### src/rtl/pwm_ramp_ctrl_pkg.sv
`default_nettype none
// ============================================================================
// Module      : pwm_ramp_ctrl_pkg
// Description : Shared definitions for the PWM duty ramp controller and the
//               PWM generator it feeds: default duty width, period/limit,
//               ramp step, reset duty, and the controller FSM state encoding.
// Revision    : 1.0 - initial release
// ============================================================================
package pwm_ramp_ctrl_pkg;

    // Defaults shared with the PWM generator duty input
    localparam int c_DUTY_W    = 21;
    localparam int c_MAX_DUTY  = 1000000;
    localparam int c_STEP      = 1000;
    localparam int c_INIT_DUTY = 500000;

    // Width of the ramp rate (clk cycles per step)
    localparam int c_RATE_W    = 16;

    typedef enum logic [1:0] {
        ST_INIT = 2'd0,
        ST_IDLE = 2'd1,
        ST_RAMP = 2'd2,
        ST_DONE = 2'd3
    } ramp_state_t;

endpackage
`default_nettype wire

### src/rtl/pwm_ramp_ctrl_tick_gen.sv
`default_nettype none
// ============================================================================
// Module      : ramp_tick_gen
// Description : Ramp step timer. Counts clk cycles and raises tick when the
//               count reaches rate-1, then restarts from 0, so consecutive
//               ticks are rate cycles apart. clr holds the count at 0 and
//               suppresses tick.
// Ports       : clk  - clock
//               rst  - asynchronous active-high reset
//               clr  - hold counter at zero (no tick)
//               rate - cycles per tick (caller guarantees rate >= 1)
//               tick - one-cycle step strobe (combinational)
// Revision    : 1.0 - initial release
// ============================================================================
module ramp_tick_gen
    import pwm_ramp_ctrl_pkg::*;
#(
    parameter int RATE_W = c_RATE_W
) (
    input  logic              clk,
    input  logic              rst,
    input  logic              clr,
    input  logic [RATE_W-1:0] rate,
    output logic              tick
);

    logic [RATE_W-1:0] r_cnt;
    logic [RATE_W-1:0] w_last;

    assign w_last = rate - RATE_W'(1);
    assign tick   = ~clr & (r_cnt == w_last);

    always_ff @(posedge clk or posedge rst) begin
        if (rst) begin
            r_cnt <= '0;
        end else if (clr || tick) begin
            r_cnt <= '0;
        end else begin
            r_cnt <= r_cnt + RATE_W'(1);
        end
    end

endmodule
`default_nettype wire

### src/rtl/pwm_ramp_ctrl.sv
`default_nettype none
// ============================================================================
// Module      : pwm_ramp_ctrl
// Description : Ramps a PWM duty word toward a commanded target in fixed
//               STEP increments, one step every cmd_rate clk cycles.
//               After reset the INIT state loads INIT_DUTY into the PWM
//               generator once; then commands are accepted in IDLE.
// Ports       : clk, rst              - clock, async active-high reset
//               cmd_valid/cmd_ready   - command handshake (ready only in IDLE)
//               cmd_target            - final duty (clamped to MAX_DUTY)
//               cmd_rate              - clk cycles per step (0 acts as 1)
//               abort                 - cancel ramp in progress
//               duty_val / val_en     - registered duty and its load strobe
//               busy                  - ramp in progress
//               done                  - one-cycle ramp completion pulse
// Revision    : 1.0 - initial release
// ============================================================================
module pwm_ramp_ctrl
    import pwm_ramp_ctrl_pkg::*;
#(
    parameter int DUTY_W    = c_DUTY_W,
    parameter int MAX_DUTY  = c_MAX_DUTY,
    parameter int STEP      = c_STEP,
    parameter int INIT_DUTY = c_INIT_DUTY
) (
    input  logic              clk,
    input  logic              rst,
    input  logic              cmd_valid,
    output logic              cmd_ready,
    input  logic [DUTY_W-1:0] cmd_target,
    input  logic [15:0]       cmd_rate,
    input  logic              abort,
    output logic [DUTY_W-1:0] duty_val,
    output logic              val_en,
    output logic              busy,
    output logic              done
);

    localparam logic [DUTY_W-1:0] c_max_duty  = DUTY_W'(MAX_DUTY);
    localparam logic [DUTY_W-1:0] c_init_duty = DUTY_W'(INIT_DUTY);
    localparam logic [DUTY_W-1:0] c_step      = DUTY_W'(STEP);
    localparam logic [DUTY_W:0]   c_step_ext  = (DUTY_W+1)'(STEP);

    ramp_state_t       r_state;
    ramp_state_t       w_state_nxt;
    logic [DUTY_W-1:0] r_duty;
    logic [DUTY_W-1:0] w_duty_nxt;
    logic [DUTY_W-1:0] r_target;
    logic [DUTY_W-1:0] w_target_nxt;
    logic [15:0]       r_rate;
    logic [15:0]       w_rate_nxt;
    logic              r_val_en;
    logic              w_val_en_nxt;
    logic              r_done;
    logic              w_done_nxt;

    logic [DUTY_W-1:0] w_cmd_clamped;
    logic [15:0]       w_cmd_rate;
    logic [DUTY_W:0]   w_diff;
    logic [DUTY_W:0]   w_dist;
    logic              w_up;
    logic              w_near;
    logic              w_tick;
    logic              w_tick_clr;

    // ------------------------------------------------------------------
    // Command conditioning
    // ------------------------------------------------------------------
    assign w_cmd_clamped = (cmd_target > c_max_duty) ? c_max_duty : cmd_target;
    assign w_cmd_rate    = (cmd_rate == 16'd0) ? 16'd1 : cmd_rate;

    // ------------------------------------------------------------------
    // Distance to target: one extra bit so the sign of target-duty is
    // explicit and the magnitude never wraps.
    // ------------------------------------------------------------------
    assign w_diff = {1'b0, r_target} - {1'b0, r_duty};
    assign w_up   = ~w_diff[DUTY_W];
    assign w_dist = w_up ? w_diff : -w_diff;
    assign w_near = (w_dist <= c_step_ext);

    // ------------------------------------------------------------------
    // Step timer: held clear outside RAMP, so it always starts from 0 on
    // entry and the first tick lands rate cycles after acceptance.
    // ------------------------------------------------------------------
    assign w_tick_clr = (r_state != ST_RAMP);

    ramp_tick_gen #(
        .RATE_W (16)
    ) u_tick_gen (
        .clk  (clk),
        .rst  (rst),
        .clr  (w_tick_clr),
        .rate (r_rate),
        .tick (w_tick)
    );

    // ------------------------------------------------------------------
    // FSM state and datapath registers
    // ------------------------------------------------------------------
    always_ff @(posedge clk or posedge rst) begin
        if (rst) begin
            r_state  <= ST_INIT;
            r_duty   <= c_init_duty;
            r_target <= c_init_duty;
            r_rate   <= 16'd1;
            r_val_en <= 1'b0;
            r_done   <= 1'b0;
        end else begin
            r_state  <= w_state_nxt;
            r_duty   <= w_duty_nxt;
            r_target <= w_target_nxt;
            r_rate   <= w_rate_nxt;
            r_val_en <= w_val_en_nxt;
            r_done   <= w_done_nxt;
        end
    end

    // ------------------------------------------------------------------
    // Next-state / next-output logic. val_en and done are registered, so
    // each strobe appears together with the value it qualifies.
    // ------------------------------------------------------------------
    always_comb begin
        w_state_nxt  = r_state;
        w_duty_nxt   = r_duty;
        w_target_nxt = r_target;
        w_rate_nxt   = r_rate;
        w_val_en_nxt = 1'b0;
        w_done_nxt   = 1'b0;

        case (r_state)
            ST_INIT: begin
                w_duty_nxt   = c_init_duty;
                w_val_en_nxt = 1'b1;
                w_state_nxt  = ST_IDLE;
            end

            ST_IDLE: begin
                if (cmd_valid) begin
                    w_target_nxt = w_cmd_clamped;
                    w_rate_nxt   = w_cmd_rate;
                    // Already at target: complete without touching the PWM
                    if (w_cmd_clamped == r_duty) begin
                        w_state_nxt = ST_DONE;
                    end else begin
                        w_state_nxt = ST_RAMP;
                    end
                end
            end

            ST_RAMP: begin
                // abort takes priority over a coincident tick
                if (abort) begin
                    w_state_nxt = ST_IDLE;
                end else if (w_tick) begin
                    w_val_en_nxt = 1'b1;
                    if (w_near) begin
                        w_duty_nxt  = r_target;
                        w_state_nxt = ST_DONE;
                    end else if (w_up) begin
                        w_duty_nxt = r_duty + c_step;
                    end else begin
                        w_duty_nxt = r_duty - c_step;
                    end
                end
            end

            ST_DONE: begin
                w_done_nxt  = 1'b1;
                w_state_nxt = ST_IDLE;
            end

            default: begin
                w_state_nxt = ST_INIT;
            end
        endcase
    end

    // ------------------------------------------------------------------
    // Outputs
    // ------------------------------------------------------------------
    assign duty_val  = r_duty;
    assign val_en    = r_val_en;
    assign done      = r_done;
    assign busy      = (r_state == ST_RAMP);
    assign cmd_ready = (r_state == ST_IDLE);

endmodule
`default_nettype wire

### config.mk
export PLATFORM = sky130hd
export DESIGN_NAME = pwm_ramp_ctrl
export DESIGN_NICKNAME = d
export VERILOG_FILES = /design/src/rtl/pwm_ramp_ctrl_pkg.sv /design/src/rtl/pwm_ramp_ctrl_tick_gen.sv /design/src/rtl/pwm_ramp_ctrl.sv
export SDC_FILE = /design/constraint.sdc
export NUM_CORES = 1
export LEC_CHECK = 0
export ABC_AREA = 1
export CAP_MARGIN = 20
export CORE_AREA = 5 5 187 99
export CTS_BUF_LIST = sky130_fd_sc_hd__clkbuf_4
export DETAILED_ROUTE_END_ITERATION = 6
export DIE_AREA = 0 0 192 104
export GPL_TIMING_DRIVEN = 0
export PLACE_DENSITY = 0.67
export SLEW_MARGIN = 40
export SYNTH_ARGS = -nofsm -noshare
export SYNTH_HDL_FRONTEND = slang
export SYNTH_SLANG_ARGS = --single-unit
export TNS_END_PERCENT = 5
### constraint.sdc
create_clock -name clk -period 4.5 [get_ports clk]
set_input_delay 1.35 -clock clk [delete_from_list [all_inputs] [get_ports clk]]
set_output_delay 1.35 -clock clk [all_outputs]
set_load 0.1 [all_outputs]
==> flow_metrics.py <==
metrics = {
    "run_status": {
        "outcome": "complete, no violations",
    },
    "clocking": {
        "htree_levels": 3,
        "cts_hold_buf": 0,
        "clkTransAtPathRegs_ns": 0.14,
        "clkLatencyLatePin_ns": 0.46,
        "cts_tree": "done",
        "cts_buffers": 9,
        "cts_buffer_depth": 2,
        "clockRootBuffer": "clkbuf_4",
        "cts.sinks": 78,
    },
    "final_layout": {
        "finish.utilization": 0.508,
        "syn2layout_area_growth_pct": 16.0,
        "design_area_mm2": 0.00854,
        "diodes": 0,
        "drive_gt1_frac": 0.124,
        "finalNetCount": 1328,
    },
    "place": {
        "hpwl_um": 19400,
        "dpl_worst_slack_ns": -0.673,
        "gp_congestion": 0.921,
        "port_buffers": 65,
        "placed_cell_area_mm2": 0.00821,
    },
    "drt": {
        "wl_um": 24100,
        "drc_errors": 0,
        "vias": 7677,
        "antenna_left": 0,
        "firstDrtPassIters": 5,
        "via_per_inst": 5.17,
        "drt_iter0_markers": 757,
        "route.detailed.wl_per_inst_um": 16.3,
    },
    "grt": {
        "grt_max_degree": 56,
        "grt_pass1_vias": 7000,
        "grt-ovfl-total": 0,
        "gr-usage-all-layers": 0.241,
        "grt_first_pass_wirelength_um": 38000,
        "antenna_found_initial": 0,
    },
    "synthesis": {
        "synth_seq_area_share": 0.268,
        "yosysTopAreaCellShare": 0.214,
        "syn_nets": 1241,
        "synth-edff-count": 0,
        "ys_types": 44,
        "ys_ff_latch": 78,
        "synth_top_area_cell": "dfrtp_1",
        "synth_cells": 1158,
        "synth_area_per_cell_um2": 6.36,
        "async_flop_share": 1.00,
        "yosys-top-cells-area": "dfrtp_1 21%, nand2_1 18%, inv_1 8.2%",
        "ys.warnings.count": 0,
        "synth_most_common_cell": "nand2_1",
        "synth-main-ff-cell": "dfrtp_1",
        "yosys-top-cells-count": "354 x nand2_1, 161 x inv_1, 116 x nor2_1, 89 x nand3_1, 63 x dfrtp_1",
        "netlist_area_mm2": 0.00736,
    },
    "sta": {
        "maxSlewHeadroom": 0.521,
        "fin_crit_sh": 0.938,
        "hold_viol_final": 0,
        "setup_tns_ns": 0,
        "tightestPinTransition_ns": 0.719,
        "setup_slack_ns": 0.278,
        "finalMaxSlewViolations": 0,
        "setup_violations": 0,
        "min_period_ns": 4.22,
        "rsz0062_at_grt": "true",
        "finClkSkew_ns": 0.0146,
        "fmax_mhz": 237,
    },
    "critical_path": {
        "crit_fanout": 29,
        "crit_start": "duty_val[13]$_DFFE_PP1P_",
        "startpoint_type": "register",
        "rr_startpoint": "duty_val[13]$_DFFE_PP1P_",
        "arrival_ns": 4.59,
        "cp-end-kind": "register",
        "cp.required_ns": 4.87,
        "critPathKind": "register to register",
    },
    "power_and_ir_drop": {
        "p_leak_nw": 4.41,
        "powerDensity_mw_per_mm2": 526,
        "ir_drop_v": 0.000198,
    },
    "min_path": {
        "hp-class": "register to register",
        "hold_path_startpoint": "r_target[16]$_DFFE_PP1P_",
    },
    "floorplanning": {
        "initial_utilization": 0.438,
        "ios": 66,
        "dieArea_mm2": 0.0200,
        "core_area_mm2": 0.0168,
        "chipHeight_um": 104,
        "die_w_um": 192,
        "rows": 34,
    },
    "job": {
        "drv_cap": 0,
    },
}
==> path summary, 6_finish.rpt <==
kind / depth (start not counted) / slack, ns / to
setup / recovery: 27 / 0.28 / duty_val[20]$_DFFE_PP0P_
min in group asynchronous: 2 / 1.20 / duty_val[3]$_DFFE_PP0P_
hold / removal: 2 / 0.49 / r_target[16]$_DFFE_PP1P_
setup reg to reg: 27 / 0.28 / duty_val[20]$_DFFE_PP0P_
hold reg to reg: 2 / 0.49 / r_target[16]$_DFFE_PP1P_
max in group asynchronous: 3 / 2.69 / duty_val[15]$_DFFE_PP1P_
==> metrics by stage <==
stage / instances / hold slack [ns] / total power [mW]
2_1_floorplan: 1158 / 0.454 / 3.15
6_report: 1484 / 0.495 / 4.49
4_1_cts: 1473 / 0.494 / 4.30
5_1_grt: 1484 / 0.528 / 4.91
3_3_place_gp: 1457 / 0.477 / 3.80
3_5_place_dp: 1458 / 0.474 / 3.84
==> sequential cells by signal, summed over array words and instances (netlist names) <==
signal            flops
u_tick_gen.r_cnt     16
duty_val             21
r_rate               16
done                  1
r_target             21
val_en                1
r_state               2
==> metal layers <==
layer	vias up	routed length (µm)	track usage
li1	3848	-	-
met1	3519	13200	0.406
met5	-	0	0
met4	0	122	0.0326
met2	299	7990	0.280
met3	11	2810	0.0926
==> cell usage in the layout, fill, tap and decap left out, drive strengths merged, types with 2 or more instances in the layout <==
master and count:
a21boi 2, a21oi 41, and2 3, buf 44, clkbuf 19, clkdlybuf4s50 40
clkinv 5, clkinvlp 4, dfrtp 63, dfstp 15, fa 2, ha 40
inv 180, nand2 367, nand3 96, nand3b 4, nand4 25, nor2 126
nor3 17, nor3b 11, nor4 8, o2111ai 3, o21ai 57, o21bai 5
or2 6, xnor2 12, xor2 50
==> area by class of cell <==
class / instances / area [µm²]
sequential: 78 / 1980
clock inverter: 6 / 62.6
multi-input combinational: 879 / 4690
buffer: 17 / 106
inverter: 184 / 703
tap: 234 / 293
clock buffer: 10 / 75.1
timing repair buffer: 76 / 628
fill: 1715 / 8260
==> cells by family after synthesis <==
group	after synthesis	share of synthesized area
adders and majority gates	42	0.0734
buffers and inverters	202	0.108
DFF	78	0.268
xor gates and xnor gates	62	0.0738
AOI/OAI and AO/OA	112	0.0823
and+or+nand+nor	662	0.394
==> worst max-delay path, stage by stage, from the launching register on <==
cell and delay [ns]:
dfstp_2 0.61, inv_1 0.09, ha_1 0.37, nand2_1 0.13, inv_2 0.08, nand2_1 0.11, nor3_4 0.17, nand3_2 0.18
nand3_4 0.19, inv_4 0.07, buf_12 0.17, ha_1 0.29, nand3_1 0.07, nand3_1 0.14, nand2_1 0.08, nand2_1 0.11
a21oi_1 0.09, o21bai_1 0.18, nand2_1 0.09, nand2_1 0.09, a21oi_2 0.08, o21ai_2 0.21, nand2_1 0.09, nand2_1 0.12
xor2_1 0.15, nand2_1 0.06, inv_1 0.05, o21ai_1 0.06
==> timing repair <==
action,4_1_cts,5_1_grt
pin swaps,0,4
gates resized for setup,6,23
endpoints found under the setup margin,7,7
buffers inserted,0,10
cloned,0,1
==> report_power, final <==
group          internal [mW]  total [mW]  switching (mW)
logic                   1.03        3.07            2.04
clock network          0.173       0.438           0.264
registers              0.854       0.988           0.133
total                   2.06        4.49            2.44
No activity file was read; power rests on OpenSTA's default activity.
